--- src/rtl/uart_pkg.sv ---
// Shared UART definitions: frame-state encoding and line-level bit constants,
// used by both the TX and RX controllers.
package uart_pkg;

  typedef enum logic [2:0] {
    IDLE   = 3'd0,
    START  = 3'd1,
    DATA   = 3'd2,
    STOP   = 3'd3,
    PARITY = 3'd4
  } uart_state_e;

  localparam logic START_BIT = 1'b0;
  localparam logic STOP_BIT  = 1'b1;

endpackage

--- src/rtl/uart_baud_cnt.sv ---
// Bit-period timer for the UART transmitter. Counts 0..div_q and wraps;
// bit_end marks the last clock of every bit period. restart pins the count
// to 0 so a new bit period starts on the following cycle.
module uart_baud_cnt #(
  parameter int DIV_WIDTH = 16
) (
  input  logic                 clk,
  input  logic                 rst,
  input  logic                 restart,
  input  logic [DIV_WIDTH-1:0] div_q,
  output logic                 bit_end
);

  logic [DIV_WIDTH-1:0] cnt_q;

  assign bit_end = (cnt_q == div_q);

  // Free-running bit-period counter, cleared by restart or at the wrap point.
  always_ff @(posedge clk) begin
    if (rst) begin
      cnt_q <= '0;
    end else if (restart || bit_end) begin
      cnt_q <= '0;
    end else begin
      cnt_q <= cnt_q + 1'b1;
    end
  end

endmodule

--- src/rtl/uart_tx_ctrl.sv ---
// UART transmit controller: pops bytes from a show-ahead FIFO and shifts
// them out LSB first as 8N1 frames with a programmable bit period.
// Optional even/odd parity bit is built in when UART_TX_PARITY_EN is defined.
//
// state  | meaning
// IDLE   | line high, waiting for enable and a non-empty FIFO
// START  | driving the start bit (0)
// DATA   | shifting DATA_WIDTH data bits, LSB first
// PARITY | driving the parity bit (UART_TX_PARITY_EN builds only)
// STOP   | driving the stop bit (1); may chain straight into the next START
module uart_tx_ctrl
  import uart_pkg::*;
#(
  parameter int DATA_WIDTH = 8,
  parameter int DIV_WIDTH  = 16
) (
  input  logic                  clk,
  input  logic                  rst,
  input  logic                  enable,
  input  logic [DIV_WIDTH-1:0]  baud_div,
  input  logic [DATA_WIDTH-1:0] fifo_dout,
  input  logic                  fifo_empty,
`ifdef UART_TX_PARITY_EN
  input  logic                  parity_odd,
`endif
  output logic                  fifo_rd_en,
  output logic                  tx,
  output logic                  busy,
  output logic                  tx_done
);

  localparam int CNT_W = (DATA_WIDTH > 1) ? $clog2(DATA_WIDTH) : 1;
  localparam logic [CNT_W-1:0] LAST_BIT = CNT_W'(DATA_WIDTH - 1);

  uart_state_e           state_q, state_d;
  logic [DATA_WIDTH-1:0] sr_q, sr_d;
  logic [CNT_W-1:0]      bit_cnt_q, bit_cnt_d;
  logic [DIV_WIDTH-1:0]  div_q;
  logic                  tx_q, tx_d;
  logic                  busy_q, busy_d;
  logic                  done_q, done_d;
  logic                  bit_end;
  logic                  pop;
  logic                  restart;
`ifdef UART_TX_PARITY_EN
  logic                  par_q;
`endif

  // A pop is only legal between frames; rst suppresses it so an abandoned
  // frame never consumes a byte.
  assign pop = enable && !fifo_empty && !rst &&
               ((state_q == IDLE) || ((state_q == STOP) && bit_end));
  assign restart    = pop || (state_q == IDLE);
  assign fifo_rd_en = pop;
  assign tx         = tx_q;
  assign busy       = busy_q;
  assign tx_done    = done_q;

  uart_baud_cnt #(
    .DIV_WIDTH (DIV_WIDTH)
  ) u_baud_cnt (
    .clk     (clk),
    .rst     (rst),
    .restart (restart),
    .div_q   (div_q),
    .bit_end (bit_end)
  );

  // Next-state and next-output decode; a pop overrides whatever the state chose.
  always_comb begin
    state_d   = state_q;
    sr_d      = sr_q;
    bit_cnt_d = bit_cnt_q;
    tx_d      = tx_q;
    busy_d    = busy_q;
    done_d    = 1'b0;

    case (state_q)
      IDLE: begin
        tx_d   = STOP_BIT;
        busy_d = 1'b0;
      end
      START: begin
        if (bit_end) begin
          state_d   = DATA;
          bit_cnt_d = '0;
          tx_d      = sr_q[0];
        end
      end
      DATA: begin
        if (bit_end) begin
          if (bit_cnt_q == LAST_BIT) begin
`ifdef UART_TX_PARITY_EN
            state_d = PARITY;
            tx_d    = par_q;
`else
            state_d = STOP;
            tx_d    = STOP_BIT;
`endif
          end else begin
            bit_cnt_d = bit_cnt_q + 1'b1;
            sr_d      = sr_q >> 1;
            tx_d      = sr_d[0];
          end
        end
      end
`ifdef UART_TX_PARITY_EN
      PARITY: begin
        if (bit_end) begin
          state_d = STOP;
          tx_d    = STOP_BIT;
        end
      end
`endif
      STOP: begin
        if (bit_end) begin
          done_d  = 1'b1;
          state_d = IDLE;
          tx_d    = STOP_BIT;
          busy_d  = 1'b0;
        end
      end
      default: begin
        state_d = IDLE;
        tx_d    = STOP_BIT;
        busy_d  = 1'b0;
      end
    endcase

    if (pop) begin
      state_d   = START;
      sr_d      = fifo_dout;
      bit_cnt_d = '0;
      tx_d      = START_BIT;
      busy_d    = 1'b1;
    end
  end

  // State, datapath and registered outputs; divisor is only sampled at a pop.
  always_ff @(posedge clk) begin
    if (rst) begin
      state_q   <= IDLE;
      sr_q      <= '0;
      bit_cnt_q <= '0;
      div_q     <= '0;
      tx_q      <= STOP_BIT;
      busy_q    <= 1'b0;
      done_q    <= 1'b0;
`ifdef UART_TX_PARITY_EN
      par_q     <= 1'b0;
`endif
    end else begin
      state_q   <= state_d;
      sr_q      <= sr_d;
      bit_cnt_q <= bit_cnt_d;
      tx_q      <= tx_d;
      busy_q    <= busy_d;
      done_q    <= done_d;
      if (pop) begin
        div_q <= baud_div;
`ifdef UART_TX_PARITY_EN
        par_q <= (^fifo_dout) ^ parity_odd;
`endif
      end
    end
  end

endmodule
--- config.mk ---
export PLATFORM = sky130hd
export DESIGN_NAME = uart_tx_ctrl
export DESIGN_NICKNAME = d
export VERILOG_FILES = /design/src/rtl/uart_pkg.sv /design/src/rtl/uart_baud_cnt.sv /design/src/rtl/uart_tx_ctrl.sv
export SDC_FILE = /design/constraint.sdc
export NUM_CORES = 1
export LEC_CHECK = 0
export CAP_MARGIN = 20
export CELL_PAD_IN_SITES_DETAIL_PLACEMENT = 1
export CELL_PAD_IN_SITES_GLOBAL_PLACEMENT = 1
export CORE_MARGIN = 4
export CORE_UTILIZATION = 37
export CTS_CLUSTER_SIZE = 10
export DETAILED_ROUTE_END_ITERATION = 6
export GPL_ROUTABILITY_DRIVEN = 0
export GPL_TIMING_DRIVEN = 0
export PLACE_DENSITY = 0.84
export SYNTH_ARGS = -nofsm -noshare
export SYNTH_HDL_FRONTEND = slang
export SYNTH_SLANG_ARGS = --single-unit
--- constraint.sdc ---
create_clock -name clk -period 2 [get_ports clk]
set_input_delay 0.3 -clock clk [delete_from_list [all_inputs] [get_ports clk]]
set_output_delay 0.3 -clock clk [all_outputs]
set_load 0.01 [all_outputs]
Word level (Yosys, flattened, before mapping)
Cells that the tools add are included.

storage, ports and cells
  register bits after elaboration = 49
  output and inout bits = 4
  logic and storage cells = 76

operators by class
  add/subtract/negate cells = 2
  equality and inequality tests = 17
  muxes and demuxes = 23
  bitwise operators = 2
  reductions and logical operators = 23

operators with widths
  cell                                                    number
  2-to-1 mux 8 bit                                        4
  2-to-1 mux 3 bit                                        6
  adder 16 x 1 -> 16 bit (second input constant)          1
  == test 16 bit                                          1
  inequality test 2 bit (second input constant)           7
  inequality test 3 bit (second input constant)           4
  one-hot mux 3 bit (4 select lines)                      1
  AND reduction 5 bit                                     2
  2-to-1 mux 1 bit                                        9
  OR reduction 2 bit                                      4
  == test 3 x 2 -> 1 bit (second input constant)          2
  one-hot mux 3 bit (2 select lines)                      1
  AND reduction 3 bit                                     2
  nonzero test 2 bit                                      3
  logical AND 1 bit                                       4
  AND reduction 4 bit                                     1
  adder 3 x 1 -> 3 bit (second input constant)            1
  == test 3 x 1 -> 1 bit (second input constant)          1
  == test 3 bit (second input constant)                   1
  logical NOT 3 bit                                       1
  logical OR 1 bit                                        3
  one-hot mux 1 bit (3 select lines)                      1
  logical NOT 1 bit                                       2
  inequality test 2 x 1 -> 1 bit (second input constant)  1
  other kinds (3)                                         4

Longest topological paths before layout
Gate-level depths: netlist of run 1.

  depth after elaboration = 7
  mapped depth = 8
  mapped depth without buffers = 8

Cells and area by module
From an unflattened synthesis of run 1, not the netlist that was laid out.

second synthesis, totals
  cell total of the unflattened synthesis = 264
  area, all modules = 2,374.8 um^2

modules (own cells, without submodules)
  module         times used  cells an instance  area an instance (um^2)
  uart_tx_ctrl   1           162                1,450.1
  uart_baud_cnt  1           102                924.6

Worst setup path after synthesis of run 1
OpenSTA, ideal clock, no wires.

  path kind = reg-to-reg
  start point = reg u_baud_cnt.cnt_q[5]
  end point = reg sr_q[0]
  data arrival time = 1.742 ns
  required time = 1.860 ns
  slack = 0.118 ns
  cell stages (with the launch flop) = 8
  path buffers = 1
  cells stage by stage = dfxtp_1 xnor2_1 nand4_1 nor4_4 and2_1 buf_6 mux2i_1 a211oi_2

between the ends
  word-level cells in the longest chain between the ends = 6

RTL lines
  item                                                                                 RTL line             text
  from (decl)                                                                          uart_baud_cnt.sv:14  logic [DIV_WIDTH-1:0] cnt_q;
  from (signal assigned)                                                               uart_baud_cnt.sv:25  cnt_q <= cnt_q + 1'b1;
  == test 16 bit *                                                                     uart_baud_cnt.sv:16  assign bit_end = (cnt_q == div_q);
  logical AND 1 bit                                                                    uart_tx_ctrl.sv:52   ((state_q == IDLE) || ((state_q == STOP) && bit_end));
  logical OR 1 bit                                                                     uart_tx_ctrl.sv:52
  logical AND 1 bit                                                                    uart_tx_ctrl.sv:51   assign pop = enable && !fifo_empty && !rst &&
  inequality test 2 bit (no source line) / nonzero test 2 bit (equally long branches)  --
  AND reduction 3 bit (no source line)                                                 --
  to (signal assigned)                                                                 uart_tx_ctrl.sv:154  sr_q <= sr_d;
  to (decl)                                                                            uart_tx_ctrl.sv:36   logic [DATA_WIDTH-1:0] sr_q, sr_d;

Mark *: on every way between the ends. The rest lies on a longest branch, timed or not.
A chain may end at the register's enable or synchronous reset.

Worst setup path in the final report of run 1
  start point = reg div_q[2]
  end point = reg sr_q[0]

between the ends
  word-level cells in the longest chain between the ends = 6

RTL lines
  item                                                                                 RTL line             text
  from (decl)                                                                          uart_tx_ctrl.sv:38   logic [DIV_WIDTH-1:0] div_q;
  from (signal assigned)                                                               uart_tx_ctrl.sv:160  div_q <= baud_div;
  == test 16 bit *                                                                     uart_baud_cnt.sv:16
  logical AND 1 bit                                                                    uart_tx_ctrl.sv:52
  logical OR 1 bit                                                                     uart_tx_ctrl.sv:52
  logical AND 1 bit                                                                    uart_tx_ctrl.sv:51
  inequality test 2 bit (no source line) / nonzero test 2 bit (equally long branches)  --
  AND reduction 3 bit (no source line)                                                 --

Marked as above.

==> results of run 1 <==
==> area by class of cell <==
class,count,share of cell area
plain buffers,9,0.02831
clock buffers,6,0.02313
clock inverters,2,0.01116
inverters,6,0.007974
multi-input cells,167,0.4302
flip-flops and latches,48,0.3178
well taps,75,0.02990
repair buffers,46,0.1515
==> synth_stat cells (2+ instances only) <==
cell type,instances
xnor2_2,2
buf_2,4
nor2_1,45
a21oi_1,2
mux2i_1,26
nor3_1,4
a211oi_2,7
dfxtp_1,48
xnor2_1,20
o21ai_0,3
clkbuf_1,4
nand2_1,8
nand3_1,6
and2_1,3
inv_1,5
and3_1,3
ha_1,7
xor2_1,8
nand4_1,7
==> per-layer routing <==
| metal | vias to the layer above | global-route usage |
|---|---|---|
| met5 | - | 0 |
| met4 | 0 | 0.04249 |
| met3 | 6 | 0.02852 |
| met2 | 25 | 0.3160 |
| met1 | 908 | 0.1929 |
| li1 | 888 | - |
==> kinds of logic after synthesis <==
group / Yosys count / share of synthesized area
xor gates and xnor gates: 30 / 0.1227
and+or+nand+nor: 85 / 0.1835
AOI/OAI and AO/OA: 19 / 0.08347
buffers and inverters: 16 / 0.03206
muxes: 26 / 0.1150
DFF: 48 / 0.4245
adders and majority gates: 7 / 0.03869
==> worst paths after layout <==
| check | endpoint | slack, ns |
|---|---|---|
| setup / recovery | sr_q[0] | -0.06 |
| hold / removal | bit_cnt_q[2] | 0.41 |
| setup reg to reg | sr_q[0] | -0.06 |
| hold reg to reg | u_baud_cnt.cnt_q[0] | 0.47 |
==> cell usage in the layout, fill, tap and decap left out, types with 8 or more instances in the layout <==
cell              n
a211oi_2          8
mux2i_1          22
xor2_1            8
xnor2_1          13
dfxtp_2          17
xnor2_2           9
dfxtp_1          27
buf_4            11
nor2_1           44
clkdlybuf4s50_1  29
==> where the power goes <==
group | internal, mW | switching, mW
clock | 0.372 | 0.328
sequential | 0.976 | 0.0226
combinational | 0.173 | 0.134
total | 1.52 | 0.485
==> sequential cells by signal, indices dropped and copies added (netlist names) <==
name              cells
bit_cnt_q             3
state_q               2
u_baud_cnt.cnt_q     16
tx_done               1
tx                    1
div_q                16
busy                  1
sr_q                  8
==> timing repair <==
action	CTS	global route
pin swaps	8	10
gates cloned	0	2
setup buffers	10	4
endpoints found under the setup margin	48	36
hold endpoints to repair	0	0
gates resized for setup	36	35
==> qor.txt, run 1 <==
clock skew - 0.005267 ns
WP data required - 2.16 ns
P_leak - 1.219 nW
drt pass-1 iters - 4
metal1 wirelength - 2.618 mm
Post-Syn Area per Cell - 9.798 µm²
post-route minimum period - 2.057 ns
diode count - 0
top layer in use - met4
Total Power - 2.005 mW
worst-path cell chain - xnor2_2 -> nand4_1 -> nor4_4 -> buf_4 -> and2_4 -> buf_12 -> mux2i_4 -> a211oi_2
Hold Path Class - input pin to flop
CTS H-tree lvls - 2
final worst path period share - 1.028
Syn Nets - 266
Congestion Overflow GR - 0
maximum clock rate - 486.3 MHz
port buffer count - 30
Yosys top cell by area - dfxtp_1
Hold-fix buffers, CTS - 0
cells after synthesis - 231
WS Path Type - flop to flop
Worst path max stage delay - 0.38 ns
endpoint type of the worst setup path - flop
Multi-input gate area - 1350 µm²
Sink Count - 48
I/O pins - 32
drt initial violations - 50
Most used DFF post-synth - dfxtp_1
Reg2Reg Launch Point - div_q[2]
FP Rows - 28
EDFF count, synth - 0
WL met3 - 173 µm
DP HPWL - 4.037 mm
number of global-route vias before repair - 1971
CTS max path bufs - 2
unrepaired setup endpoints after global routing - true
die area - 7433 µm²
Pwr Density - 639.1 nW/µm²
Synth Register Bits - 48
Seq/Total Area, Yosys - 0.4245
CTS Root Cell - clkbuf_8
Die X - 86.22 µm
initial antenna violation count - 0
relative slew slack - 0.5601
Mapped Area - 2263 µm²
largest net degree at the start of global routing - 15
filler cell count - 645
vias - 1827
total of warnings raised by yosys - 0
Critical Path AT - 2.22 ns
pre-CTS setup slack - -0.6259 ns
Reg area - 997.2 µm²
status - finished, violations left
non-filler cells, final - 359
WL met2 - 3.398 mm
DIE HEIGHT - 86.22 µm
WHS Path Cells - 2
layout cells sized above 1 - 0.2958
Async SR Flop Fraction - 0
critical path depth - 8
Worst Reg-to-Reg Cells - 8
hold slack - 0.4079 ns
Max IR drop VDD - 0.3045 mV
drt total wl - 6.260 mm
clock transition at the registers of the reported paths - 0.09 ns
Total Routing Usage GR - 0.1669
Util after Layout - 0.5300
Pins Over Slew Limit - 0
Fin. Hold Viols - 0
post-synth top area share - 0.4245
Worst-Margin Slew - 0.6598 ns
Crit-path slowest cell - nor4_4
crit-path max FO - 8
Critical Path Source Type - flop
final setup TNS - -0.3556 ns
drt wl/cell - 17.44 µm
Core Region - 5921 µm²
layout net count - 318
synth unique cells - 38
final setup fails - 12
CP bufs+invs - 2
CP startpoint - div_q[2]
cell area after placement - 2658 µm²
main area contributors after synthesis - dfxtp_1 42%, mux2i_1 11%, xnor2_1 7.7%
first-pass GRT wire length - 9.653 mm
via/cell ratio - 5.089
Top Family by Delay on Critical Path - simple AND/OR/NAND/NOR gates
DRT antenna net count - 0
CTS tree - done
DRC - 0
CTS buffer count - 5
failing checks - setup timing
fin worst setup slack - -0.05652 ns
placed insts - 336
max cap viols - 0
worst hold start - rst
final instance area - 3138 µm²
Starting Density - 0.3823
Clock Latency Late Sink - 0.30 ns
Area Overhead vs Synth - 38.64%
(Power assumes the default switching activity.)
==> inputs of run 2 (changes only) <==
CORE_UTILIZATION = 43   (was 37)
DONT_BUFFER_PORTS = 1   (was not set)
==> run 2 against run 1 <==
The run still ends with setup timing left. Non-clock buffer count is 33 lower. Flip-flop and latch count stayed put. Maximum frequency is 1.2% lower. Count of clock-buffer cells in the layout is 2 higher. Combinational power is 27% lower. Final area is 15% lower. Hold slack worse by 0.26 ns. Clock skew is 0.0035 ns higher. Sequential share of layout area is 5.5 points higher. Via count is 9.1% lower. Critical path depth is 1 higher. Wire length is 11% lower. Largest cell class unchanged.
==> qor.txt, run 2 (synthesis gave the netlist of run 1 again) <==
Sink Count - 48 (unchanged)
die area - 6488 µm² (-13%)
CTS buffer count - 5 (unchanged)
drt wl/cell - 17.34 µm (-0.58%)
Core Region - 5107 µm² (-14%)
crit-path max FO - 5 (-3)
initial antenna violation count - 0 (unchanged)
maximum clock rate - 480.5 MHz (-1.2%)
Critical Path Source Type - flop
Max IR drop VDD - 0.4127 mV (+36%)
I/O pins - 32 (unchanged)
WP data required - 2.16 ns (about the same)
placed insts - 301 (-10%)
Reg2Reg Setup Slack - -0.08 ns (-0.02 ns)
Area Overhead vs Synth - 17.63%
clock transition at the registers of the reported paths - 0.08 ns (about the same)
largest net degree at the start of global routing - 14 (-1)
drt total wl - 5.565 mm (-11%)
final instance area - 2663 µm² (-15%)
Pins Over Slew Limit - 0 (unchanged)
busiest grt layer - met2
filler cell count - 575 (-11%)
status - finished, violations left
met3 Usage GRT - 0.03924 (+0.01072)
CTS H-tree lvls - 2 (unchanged)
Starting Density - 0.4432 (+0.06087)
CTS max path bufs - 2 (unchanged)
Hold Path Class - input pin to flop
commonest non-fill, non-tap cell in the layout - nor2_1
vias - 1661 (-9.1%)
failing checks - setup timing
post-route minimum period - 2.081 ns (+0.02475 ns)
Total Power - 1.821 mW (-9.2%)
DRC - 0 (unchanged)
Critical Path AT - 2.24 ns (+0.02 ns)
final worst path period share - 1.041 (+0.01237)
endpoint type of the worst setup path - flop
CTS Root Cell - clkbuf_8
DIE HEIGHT - 80.55 µm (-6.6%)
FP Rows - 26 (-7.1%)
drt initial violations - 62 (+24%)
layout cells sized above 1 - 0.2629 (-0.03283)
drt pass-1 iters - 4 (unchanged)
DRT antenna net count - 0 (unchanged)
first-pass GRT wire length - 8.970 mm (-7.1%)
Clock Latency Late Sink - 0.30 ns (about the same)
Die X - 80.55 µm (-6.6%)
cell area after placement - 2351 µm² (-12%)
Fin. Hold Viols - 0 (unchanged)
biggest registers after layout - div_q: 16 flops, u_baud_cnt.cnt_q: 16 flops, sr_q: 8 flops
port buffer count - 0 (-100%)
final setup fails - 11 (-1)
Worst-Margin Slew - 0.6243 ns (-0.03552 ns)
DP HPWL - 3.673 mm (-9.0%)
highest-count cells in the layout ignoring fill and taps - 45 x nor2_1, 32 x dfxtp_1, 23 x mux2i_1
unrepaired setup endpoints after global routing - true
layout net count - 285 (-10%)
max cap viols - 0 (unchanged)
clock skew - 0.008799 ns (+0.003532 ns)
GR Util met1 - 0.2211 (+0.02814)
Congestion Overflow GR - 0 (unchanged)
fin worst setup slack - -0.08126 ns (-0.02475 ns)
WS Path Type - flop to flop
Total Routing Usage GR - 0.1839 (+0.01704)
number of global-route vias before repair - 1801 (-8.6%)
diode count - 0 (unchanged)
CTS tree - done
grt met2 use - 0.3220 (+0.005972)
Hold-fix buffers, CTS - 0 (unchanged)
P_leak - 1.032 nW (-15%)
relative slew slack - 0.5838 (+0.02368)
Util after Layout - 0.5213 (-0.008695)
Pwr Density - 684.0 nW/µm² (+7.0%)
via/cell ratio - 5.174 (+1.7%)
non-filler cells, final - 321 (-11%)
==> run 2: cell count changes in the layout (fill, tap and decap cells not counted), sizes merged <==
cell / delta
clkdlybuf4s50: -29
clkbuf: +1
clkinv: -1
buf: -3
bufinv: -1
==> run 2: path summary, 6_finish.rpt <==
| check | to | startpoint | cells past startpoint |
|---|---|---|---|
| max | sr_q[5] | div_q[15] | 9 |
| min | div_q[14] | baud_div[14] | 2 |
| max reg2reg | sr_q[5] | div_q[15] | 9 |
| min reg2reg | u_baud_cnt.cnt_q[0] | u_baud_cnt.cnt_q[0] | 1 |
==> run 2: what timing repair did <==
action                     in CTS  in global routing
resized for setup              21                 19
buffers inserted                8                  3
cloned                          1                  1
pin swaps                       6                  9
setup endpoints to repair      46                 36
==> run 2: cell type report <==
| cell class | instances | area, µm² | area share |
|---|---|---|---|
| inverters | 6 | 25.02 | 0.009399 |
| well taps | 70 | 87.58 | 0.03289 |
| plain buffers | 9 | 61.31 | 0.02303 |
| flip-flops and latches | 48 | 993.5 | 0.3731 |
| repair buffers | 13 | 130.1 | 0.04887 |
| clock buffers | 8 | 90.09 | 0.03383 |
| multi-input cells | 167 | 1275 | 0.4789 |
==> run 2: worst max-delay path, cell delays in order, from the launching register on <==
cell      delay [ns]
dfxtp_1         0.33
xnor2_1         0.24
nand4_1         0.20
nor4_4          0.24
buf_4           0.18
buf_6           0.12
and2_4          0.15
buf_6           0.13
mux2i_1         0.26
a211oi_2        0.11
==> run 2: where the power goes <==
part	internal (mW)	total (mW)	switching [mW]
Sequential	0.974	0.994	0.0207
Clock	0.283	0.603	0.320
Combinational	0.111	0.224	0.113
==> run 2: stage by stage <==
step	TNS, ns	setup slack [ns]	hold slack (ns)
after detailed placement	-8.343	-0.3010	0.4509
after global routing	-3.348	-0.1735	0.1371
after floorplan	0	0.1180	0.4360
final	-0.4177	-0.08126	0.1455
after global placement	-6.003	-0.2259	0.4419
after CTS	-0.06056	-0.06056	0.1271
==> run 2: per-layer routing <==
layer / part of all wire / wire, µm
met5: 0 / 0
met2: 0.51 / 2827
met1: 0.44 / 2450
met4: 0.020 / 110
met3: 0.032 / 178
